$ cat src/rtl/ref_trim_pkg.sv
// ref_trim_pkg: shared state encoding and field widths for the reference trim controller.
package ref_trim_pkg;
  typedef enum logic [2:0] {OFF, LOAD, SETTLE, CHECK, READY, FAULT} state_t;
  localparam int TRIMBG_W = 7;
  localparam int TRIMREF_W = 5;
  localparam int FRAME_W = 13;
endpackage

$ cat src/rtl/ref_trim_sync.sv
// ref_trim_sync: two-flop synchronizer for the asynchronous refok flag.
module ref_trim_sync (
  input  logic clk,
  input  logic rst,
  input  logic d,
  output logic q
);
  logic meta;
  always_ff @(posedge clk or posedge rst)
    if (rst) {q, meta} <= 2'b00;
    else {q, meta} <= {meta, d};
endmodule

$ cat src/rtl/ref_trim_ctrl.sv
// ref_trim_ctrl: serial trim load, reference power-up, settle/retry check; REF_TRIM_TEST_EN adds trim override.
module ref_trim_ctrl
  import ref_trim_pkg::*;
#(
  parameter int SETTLE_CYC = 256,
  parameter int RETRY_MAX = 3,
  parameter logic [TRIMBG_W-1:0] TRIMBG_DEF = 7'h40,
  parameter logic [TRIMREF_W-1:0] TRIMREF_DEF = 5'h10
) (
  input  logic clk,
  input  logic rst,
  input  logic start,
  input  logic sdata,
  input  logic svalid,
  output logic sready,
  input  logic refok,
  output logic en,
  output logic [TRIMBG_W-1:0] trimBG,
  output logic [TRIMREF_W-1:0] trimREF,
  output logic ten_bg,
  output logic ten_ref,
`ifdef REF_TRIM_TEST_EN
  input  logic tm_en,
  input  logic [11:0] tm_code,
`endif
  output logic ready,
  output logic fault
);
  localparam int CW = $clog2(SETTLE_CYC + 1);
  localparam int RW = $clog2(RETRY_MAX + 1);
  state_t state, state_nx;
  logic [FRAME_W-2:0] frame;
  logic [FRAME_W-1:0] full;
  logic [3:0] bit_cnt;
  logic [CW-1:0] settle_cnt;
  logic [RW-1:0] retry, retry_inc;
  logic [TRIMBG_W-1:0] bg_q;
  logic [TRIMREF_W-1:0] ref_q;
  logic refok_s, accept, last_bit, par_ok;
  ref_trim_sync u_sync (.clk(clk), .rst(rst), .d(refok), .q(refok_s));
  assign sready = state == LOAD;
  assign ready = state == READY;
  assign fault = state == FAULT;
  assign accept = sready & svalid;
  assign last_bit = accept && bit_cnt == 4'(FRAME_W - 1);
  // The 13th bit is decoded straight off sdata, so only 12 bits need storing.
  assign full = {frame, sdata};
  assign par_ok = ~^full;
  assign retry_inc = retry + 1'b1;
  always_comb begin
    state_nx = state;
    case (state)
      OFF:     state_nx = start ? LOAD : OFF;
      LOAD:    state_nx = last_bit ? (par_ok ? SETTLE : FAULT) : LOAD;
      SETTLE:  state_nx = settle_cnt == '0 ? CHECK : SETTLE;
      CHECK:   state_nx = refok_s ? READY : (retry_inc < RW'(RETRY_MAX) ? SETTLE : FAULT);
      READY:   state_nx = refok_s ? READY : FAULT;
      FAULT:   state_nx = start ? LOAD : FAULT;
      default: state_nx = OFF;
    endcase
  end
  always_ff @(posedge clk or posedge rst)
    if (rst) begin
      state <= OFF;
      frame <= '0;
      bit_cnt <= '0;
      settle_cnt <= '0;
      retry <= '0;
      bg_q <= TRIMBG_DEF;
      ref_q <= TRIMREF_DEF;
      en <= 1'b0;
    end else begin
      state <= state_nx;
      if (state != LOAD && state_nx == LOAD) begin
        frame <= '0;
        bit_cnt <= '0;
        retry <= '0;
      end else if (accept) begin
        frame <= last_bit ? '0 : full[FRAME_W-2:0];
        bit_cnt <= last_bit ? '0 : bit_cnt + 4'd1;
      end
      if (last_bit && par_ok) begin
        bg_q <= full[FRAME_W-1 -: TRIMBG_W];
        ref_q <= full[TRIMREF_W:1];
        en <= 1'b1;
      end
      if (state != SETTLE && state_nx == SETTLE) settle_cnt <= CW'(SETTLE_CYC - 1);
      else if (state == SETTLE) settle_cnt <= settle_cnt - 1'b1;
      if (state == CHECK && !refok_s) retry <= retry_inc;
    end
`ifdef REF_TRIM_TEST_EN
  logic ten;
  logic [11:0] tm_q;
  always_ff @(posedge clk or posedge rst)
    if (rst) begin
      ten <= 1'b0;
      tm_q <= '0;
    end else begin
      ten <= tm_en && (state == READY || state == FAULT);
      tm_q <= tm_code;
    end
  assign ten_bg = ten;
  assign ten_ref = ten;
  assign trimBG = ten ? tm_q[11:5] : bg_q;
  assign trimREF = ten ? tm_q[4:0] : ref_q;
`else
  assign ten_bg = 1'b0;
  assign ten_ref = 1'b0;
  assign trimBG = bg_q;
  assign trimREF = ref_q;
`endif
endmodule

$ cat config.mk
export PLATFORM = sky130hd
export DESIGN_NAME = ref_trim_ctrl
export DESIGN_NICKNAME = d
export VERILOG_FILES = /design/src/rtl/ref_trim_pkg.sv /design/src/rtl/ref_trim_sync.sv /design/src/rtl/ref_trim_ctrl.sv
export SDC_FILE = /design/constraint.sdc
export NUM_CORES = 1
export LEC_CHECK = 0
export BUFFER_PORTS_ARGS = -buffer_cell sky130_fd_sc_hd__buf_4
export CORE_MARGIN = 2
export CORE_UTILIZATION = 35
export DETAILED_ROUTE_END_ITERATION = 7
export PLACE_DENSITY_LB_ADDON = 0.25
export SYNTH_ARGS = -nofsm -noshare
export SYNTH_HDL_FRONTEND = slang
export SYNTH_SLANG_ARGS = --single-unit
$ cat constraint.sdc
create_clock -name clk -period 6.2 [get_ports clk]
set_input_delay 1.55 -clock clk [delete_from_list [all_inputs] [get_ports clk]]
set_output_delay 1.55 -clock clk [all_outputs]
set_load 0.02 [all_outputs]
==> results of run 1 <==
-- worst max-delay path, stage by stage --
cell and delay, ns:
buf_4 0.08, nor4bb_4 0.94, nand3_4 0.46, mux2_4 0.42
-- synth_stat cells (all sizes together) --
| cell type | instances | area, um2 |
|---|---|---|
| o22ai | 2 | 12.51 |
| nand3b | 2 | 15.01 |
| nor3b | 3 | 27.52 |
| a21bo | 1 | 10.01 |
| o31a | 1 | 8.760 |
| or3b | 1 | 8.760 |
| o21bai | 1 | 7.510 |
| a21oi | 25 | 125.1 |
| nand4b | 1 | 8.760 |
| xnor3 | 3 | 68.81 |
| or4 | 1 | 7.510 |
| nor4 | 5 | 31.28 |
| nor2 | 11 | 41.29 |
| a32oi | 1 | 8.760 |
| ha | 5 | 62.56 |
| a22oi | 2 | 15.01 |
| dfstp | 2 | 52.55 |
| nor4b | 1 | 8.760 |
| and3 | 3 | 18.77 |
| nand2b | 3 | 18.77 |
| dfrtp | 43 | 1076 |
| mux2i | 1 | 10.01 |
| nor4bb | 2 | 20.02 |
| inv | 7 | 26.28 |
| nand2 | 26 | 97.59 |
| buf | 5 | 38.78 |
| conb | 1 | 3.750 |
| xnor2 | 8 | 88.84 |
| mux2 | 12 | 153.9 |
| a21o | 2 | 15.01 |
| clkbuf | 6 | 22.52 |
| nor2b | 1 | 6.260 |
| a211oi | 2 | 15.01 |
| nor3 | 1 | 5.000 |
| and2 | 1 | 6.260 |
| o21ai | 6 | 30.02 |
| nand3 | 17 | 97.60 |
-- registers in the layout, summed over array words and instances (netlist names) --
signal / cells
trimREF: 5
bit_cnt: 4
frame: 12
en: 1
u_sync.q: 1
u_sync.meta: 1
state: 3
settle_cnt: 9
trimBG: 7
retry: 2
-- routing by layer --
layer | track usage | vias up | wire length [um]
li1 | - | 790 | -
met3 | 0.04031 | 4 | 127
met2 | 0.2162 | 21 | 2091
met5 | 0 | - | 0
met1 | 0.1823 | 794 | 2199
met4 | 0.03030 | 0 | 40
-- final timing paths --
kind / startpoint / to / cells after the start
hold / removal: u_sync.meta / u_sync.q / 0
min in group asynchronous: rst / settle_cnt[7] / 2
max in group asynchronous: rst / trimBG[2] / 2
setup / recovery: svalid / trimREF[1] / 4
hold reg to reg: u_sync.meta / u_sync.q / 0
setup reg to reg: state[1] / retry[1] / 5
-- layout by cell type (no fill, tap or decap), drive strengths merged, types with 2 or more instances in the layout --
cell type	instances
dfrtp	43
conb	2
and3	3
a21o	2
nand2b	3
a211oi	2
nor2	11
nor3b	3
inv	7
a21oi	25
xnor2	8
nand3	17
clkbuf	7
ha	5
xnor3	3
o22ai	2
buf	21
nand3b	2
nand2	26
o21ai	6
a22oi	2
dfstp	2
nor4	5
mux2	12
nor4bb	2
-- layout make-up --
cell class | count | area [um2] | area share
Sequential cell | 45 | 1129 | 0.4402
Multi-Input combinational cell | 153 | 1074 | 0.4187
Timing Repair Buffer | 21 | 157.7 | 0.06149
Tap cell | 77 | 96.34 | 0.03758
Clock buffer | 7 | 76.32 | 0.02977
Inverter | 7 | 26.28 | 0.01025
Clock inverter | 1 | 5.005 | 0.001952
-- report_power, final --
group | switching, W | internal, W
registers | 0.0000910 | 0.000377
logic | 0.000304 | 0.000284
clock network | 0.0000986 | 0.0000793
-- per-stage QoR --
step	cells	power, W	setup slack (ns)	instance area (um2)	hold WS (ns)
finish	311	0.001234	2.933	2564	0.3641
global route	311	0.001325	2.808	2564	0.3806
CTS	311	0.001252	2.956	2564	0.3704
detailed placement	303	0.001071	2.630	2482	0.3372
global placement	303	0.001064	2.644	2482	0.3340
floorplan	216	0.0009234	3.123	2275	0.3312
-- cell families after synthesis --
logic type,count (synthesis)
adders and majority gates,5
buffers and inverters,18
xor gates and xnor gates,11
and+or+nand+nor,79
other,1
DFF,45
muxes,13
AOI/OAI and AO/OA,43
==> results.sh, run 1 <==
export IMPL_status="complete, no violations"
export IMPL_cts_tree="built"
export IMPL_rows=29
export IMPL_fin_nets=244
export IMPL_required_ns=6.39
export IMPL_first_pass_iters=4
export IMPL_tightest_slew_ns=1.108
export IMPL_fillers=649
export IMPL_grt_overflow=0
export IMPL_drt_initial_drc_count=98
export IMPL_cts_made_buffers=5
export IMPL_vias=1609
export IMPL_avgSynthCellArea_um2=10.56
export IMPL_crit_type="in -> reg"
export IMPL_cts_repair_resized=0
export IMPL_max_slew_margin_rel=0.2586
export IMPL_die_h_um=84.55
export IMPL_setup_tns_ns=0
export IMPL_clkTransAtPathRegs_ns=0.08
export IMPL_maxCapViolations=0
export IMPL_grt_max_degree=46
export IMPL_min_path_type="reg -> reg"
export IMPL_synth_simple_area_share=0.1846
export IMPL_power_density_nw_per_um2=481.2
export IMPL_wirelength_um=4459
export IMPL_postCtsHoldBufs=0
export IMPL_wl_per_cell_um=14.34
export IMPL_irDropWorstVdd_mv=0.2594
export IMPL_synth_distinct_cells=45
export IMPL_via_per_inst=5.174
export IMPL_ant_nets=0
export IMPL_ys_seq_elements=45
export IMPL_arrival_ns=3.45
export IMPL_worst_skew_pair_late_latency_ns=0.30
export IMPL_clock_sinks=45
export IMPL_hold_violations=0
export IMPL_synthAdderAreaFrac=0.02755
export IMPL_fp_dieArea_um2=7149
export IMPL_drc_errors=0
export IMPL_grt_pass1_wl_um=7797
export IMPL_area_growth_pct=12.89
export IMPL_worst_r2r_setup_slack_ns=3.40
export IMPL_synth_xor_area_frac=0.06942
export IMPL_synth_area_um2=2271
export IMPL_dpl_hpwl_um=2959
export IMPL_htreeDepth=2
export IMPL_coreArea_um2=6314
export IMPL_setup_viol=0
export IMPL_cts_root_buf="clkbuf_8"
export IMPL_fin_util=0.4061
export IMPL_end_kind="register"
export IMPL_synth_cells=215
export IMPL_ys_seq_area_frac=0.4970
export IMPL_globalplace_congestion=0.7794
export IMPL_timing_fmax_mhz=306.1
export IMPL_die_w_um=84.55
export IMPL_synth_top_family_by_area="simple AND/OR/NAND/NOR gates"
export IMPL_fin_crit_sh=0.5270
export IMPL_postCtsSetupBuffers=0
export IMPL_n_antenna_cell=0
export IMPL_worstSetupStartpointType="input port"
export IMPL_clock_skew_ns=0.005263
export IMPL_grt_pass1_vias=1607
export IMPL_cp_max_fo=19
export IMPL_ys_warn_count=0
export IMPL_io_pins=24
export IMPL_antenna_found_initial=0
export IMPL_post_route_min_period_ns=3.267
export IMPL_synth_compound_area_frac=0.1091
export IMPL_initial_utilization=0.3597
export IMPL_power_leakage_nw=1.170
export IMPL_drive_above_1_share=0.2094
export IMPL_synth_mux_area_fraction=0.07218
export IMPL_clk_path_buf_depth=2
export IMPL_port_buffers=21
export IMPL_grtUsageTotal=0.1351
export IMPL_rsz0062_at_grt="false"
export IMPL_drv_slew=0
(Power assumes the default switching activity.)
==> run 2, diff against run 1 <==
==> constraint.sdc (replaced) <==
create_clock -name clk -period 2.9 [get_ports clk]
set_input_delay 0.725 -clock clk [delete_from_list [all_inputs] [get_ports clk]]
set_output_delay 0.725 -clock clk [all_outputs]
set_load 0.02 [all_outputs]
==> run 2 against run 1 <==
Setup slack lost 2.2 ns. Sequential share of layout area shrank 1.1 points. Non-clock buffer count grew 5. Hold slack lost 0.0093 ns. Final area grew 2.6%. Register-to-register slack lost 2.7 ns. Clock power grew to 2.7 times the previous value. Critical path type unchanged. Critical endpoint is now trimBG[0]. Routed wire length shrank 1.2%. Sequential power grew 110%. Clock skew grew 0.0030 ns.
==> results.sh, run 2 (synthesized netlist as in run 1, its figures left out) <==
export IMPL_p_sw_frac=0.3834
export IMPL_via_per_inst=5.104
export IMPL_crit_path_end="trimBG[0]"
export IMPL_worstSetupStartpointType="input port"
export IMPL_io_pins=24
export IMPL_grt_pass1_vias=1520
export IMPL_ant_nets=0
export IMPL_post_route_min_period_ns=2.185
export IMPL_postCtsSetupBuffers=0
export IMPL_rsz0062_at_grt="false"
export IMPL_startpoint="sdata"
export IMPL_maxCapViolations=0
export IMPL_setup_tns_ns=0
export IMPL_hold_violations=0
export IMPL_die_h_um=84.55
export IMPL_required_ns=3.09
export IMPL_postPlaceCellArea_um2=2520
export IMPL_arrival_ns=2.37
export IMPL_end_kind="register"
export IMPL_clock_sinks=45
export IMPL_postCtsHoldBufs=0
export IMPL_power_w=0.002731
export IMPL_worst_r2r_setup_slack_ns=0.75
export IMPL_grt_pass1_wl_um=7458
export IMPL_fin_crit_sh=0.7533
export IMPL_first_pass_iters=4
export IMPL_timing_rr_start="frame[10]"
export IMPL_crit_type="in -> reg"
export IMPL_power_density_nw_per_um2=1038
export IMPL_dpl_hpwl_um=3100
export IMPL_pwr_share_clk=0.174
export IMPL_n_antenna_cell=0
export IMPL_cts_made_buffers=5
export IMPL_drt_initial_drc_count=85
export IMPL_clock_skew_ns=0.008236
export IMPL_timing_fmax_mhz=457.8
export IMPL_regMostFlops="frame"
export IMPL_drv_slew=0
export IMPL_final_common_cell="dfrtp_1"
export IMPL_reg2reg_depth=5
export IMPL_vias=1613
export IMPL_initial_utilization=0.3597
export IMPL_fin_util=0.4168
export IMPL_cts_root_buf="clkbuf_8"
export IMPL_globalplace_congestion=0.7564
export IMPL_tightest_slew_ns=0.5684
export IMPL_p_comb_frac=0.460
export IMPL_largest_register_ffs=12
export IMPL_grt_overflow=0
export IMPL_holdWs_ns=0.3548
export IMPL_grtUsageTotal=0.1304
export IMPL_power_leakage_nw=1.209
export IMPL_antenna_found_initial=0
export IMPL_fin_nets=249
export IMPL_postLayoutCellArea_um2=2631
export IMPL_cts_tree="built"
export IMPL_die_w_um=84.55
export IMPL_drc_errors=0
export IMPL_drive_above_1_share=0.2301
export IMPL_grt_max_degree=25
export IMPL_clkTransAtPathRegs_ns=0.08
export IMPL_clk_path_buf_depth=2
export IMPL_fp_dieArea_um2=7149
export IMPL_cts_repair_resized=0
export IMPL_max_slew_margin_rel=0.6205
export IMPL_port_buffers=21
export IMPL_final_cell_mix="dfrtp_1, nand2_1, buf_4, a21oi_1, nand3_1"
export IMPL_wl_per_cell_um=13.94
export IMPL_worst_skew_pair_late_latency_ns=0.30
export IMPL_status="complete, no violations"
export IMPL_setup_viol=0
export IMPL_rows=29
export IMPL_coreArea_um2=6314
export IMPL_cp_max_fo=17
export IMPL_regToRegEndpoint="trimBG[0]"
export IMPL_power_switching_w=0.001047
export IMPL_area_growth_pct=15.87
export IMPL_min_path_type="reg -> reg"
export IMPL_p_int_w=0.001684
export IMPL_seq_power_share=0.366
export IMPL_htreeDepth=2
export IMPL_irDropWorstVdd_mv=0.7443
export IMPL_wirelength_um=4404
[run 2: stage by stage]
step | worst slack (ns) | std cells
final | 0.7155 | 316
after global routing | 0.5390 | 316
after CTS | 0.6883 | 316
after detailed placement | 0.3816 | 308
after global placement | 0.4128 | 308
after floorplan | 0.6479 | 216
[run 2: cell type report]
cell class | instances | area (um2)
repair buffers | 26 | 195.2
well taps | 77 | 96.34
multi-input cells | 153 | 1074
clock buffers | 6 | 72.57
clock inverters | 2 | 38.79
fillers | 638 | 3682
inverters | 7 | 26.28
flip-flops and latches | 45 | 1129
[run 2: how the worst min path moves through the flow]
| stage | slack (ns) | cells after the start | end | startpoint |
|---|---|---|---|---|
| CTS | 0.36 | 0 | u_sync.q | u_sync.meta |
| global route | 0.37 | 0 | u_sync.q | u_sync.meta |
| floorplan | 0.33 | 0 | u_sync.q | u_sync.meta |
| global placement | 0.33 | 0 | u_sync.q | u_sync.meta |
| detailed placement | 0.34 | 0 | u_sync.q | u_sync.meta |
| finish | 0.35 | 0 | u_sync.q | u_sync.meta |
[run 2: power groups by stage]
stage                     Sequential, W  Combinational (W)  Clock [W]
after CTS                       0.00100            0.00127   0.000488
after floorplan                 0.00100           0.000972          0
final                           0.00100            0.00126   0.000474
after global routing            0.00103            0.00136   0.000513
after global placement          0.00101            0.00125          0
after detailed placement        0.00101            0.00127          0
[run 2: worst max-delay path, stage by stage]
cell and delay (ns):
buf_4 0.11, xnor2_1 0.13, xnor3_1 0.49, xnor2_4 0.24, nand3_4 0.27, mux2_4 0.39
[run 2: layer usage]
metal  GRT usage  up-vias  wire length, um
met1      0.1874      776             2263
met2      0.1947       25             1948
met3     0.03147        5              136
met4     0.04185        0               56
li1            -      807                -
met5           0        -                0
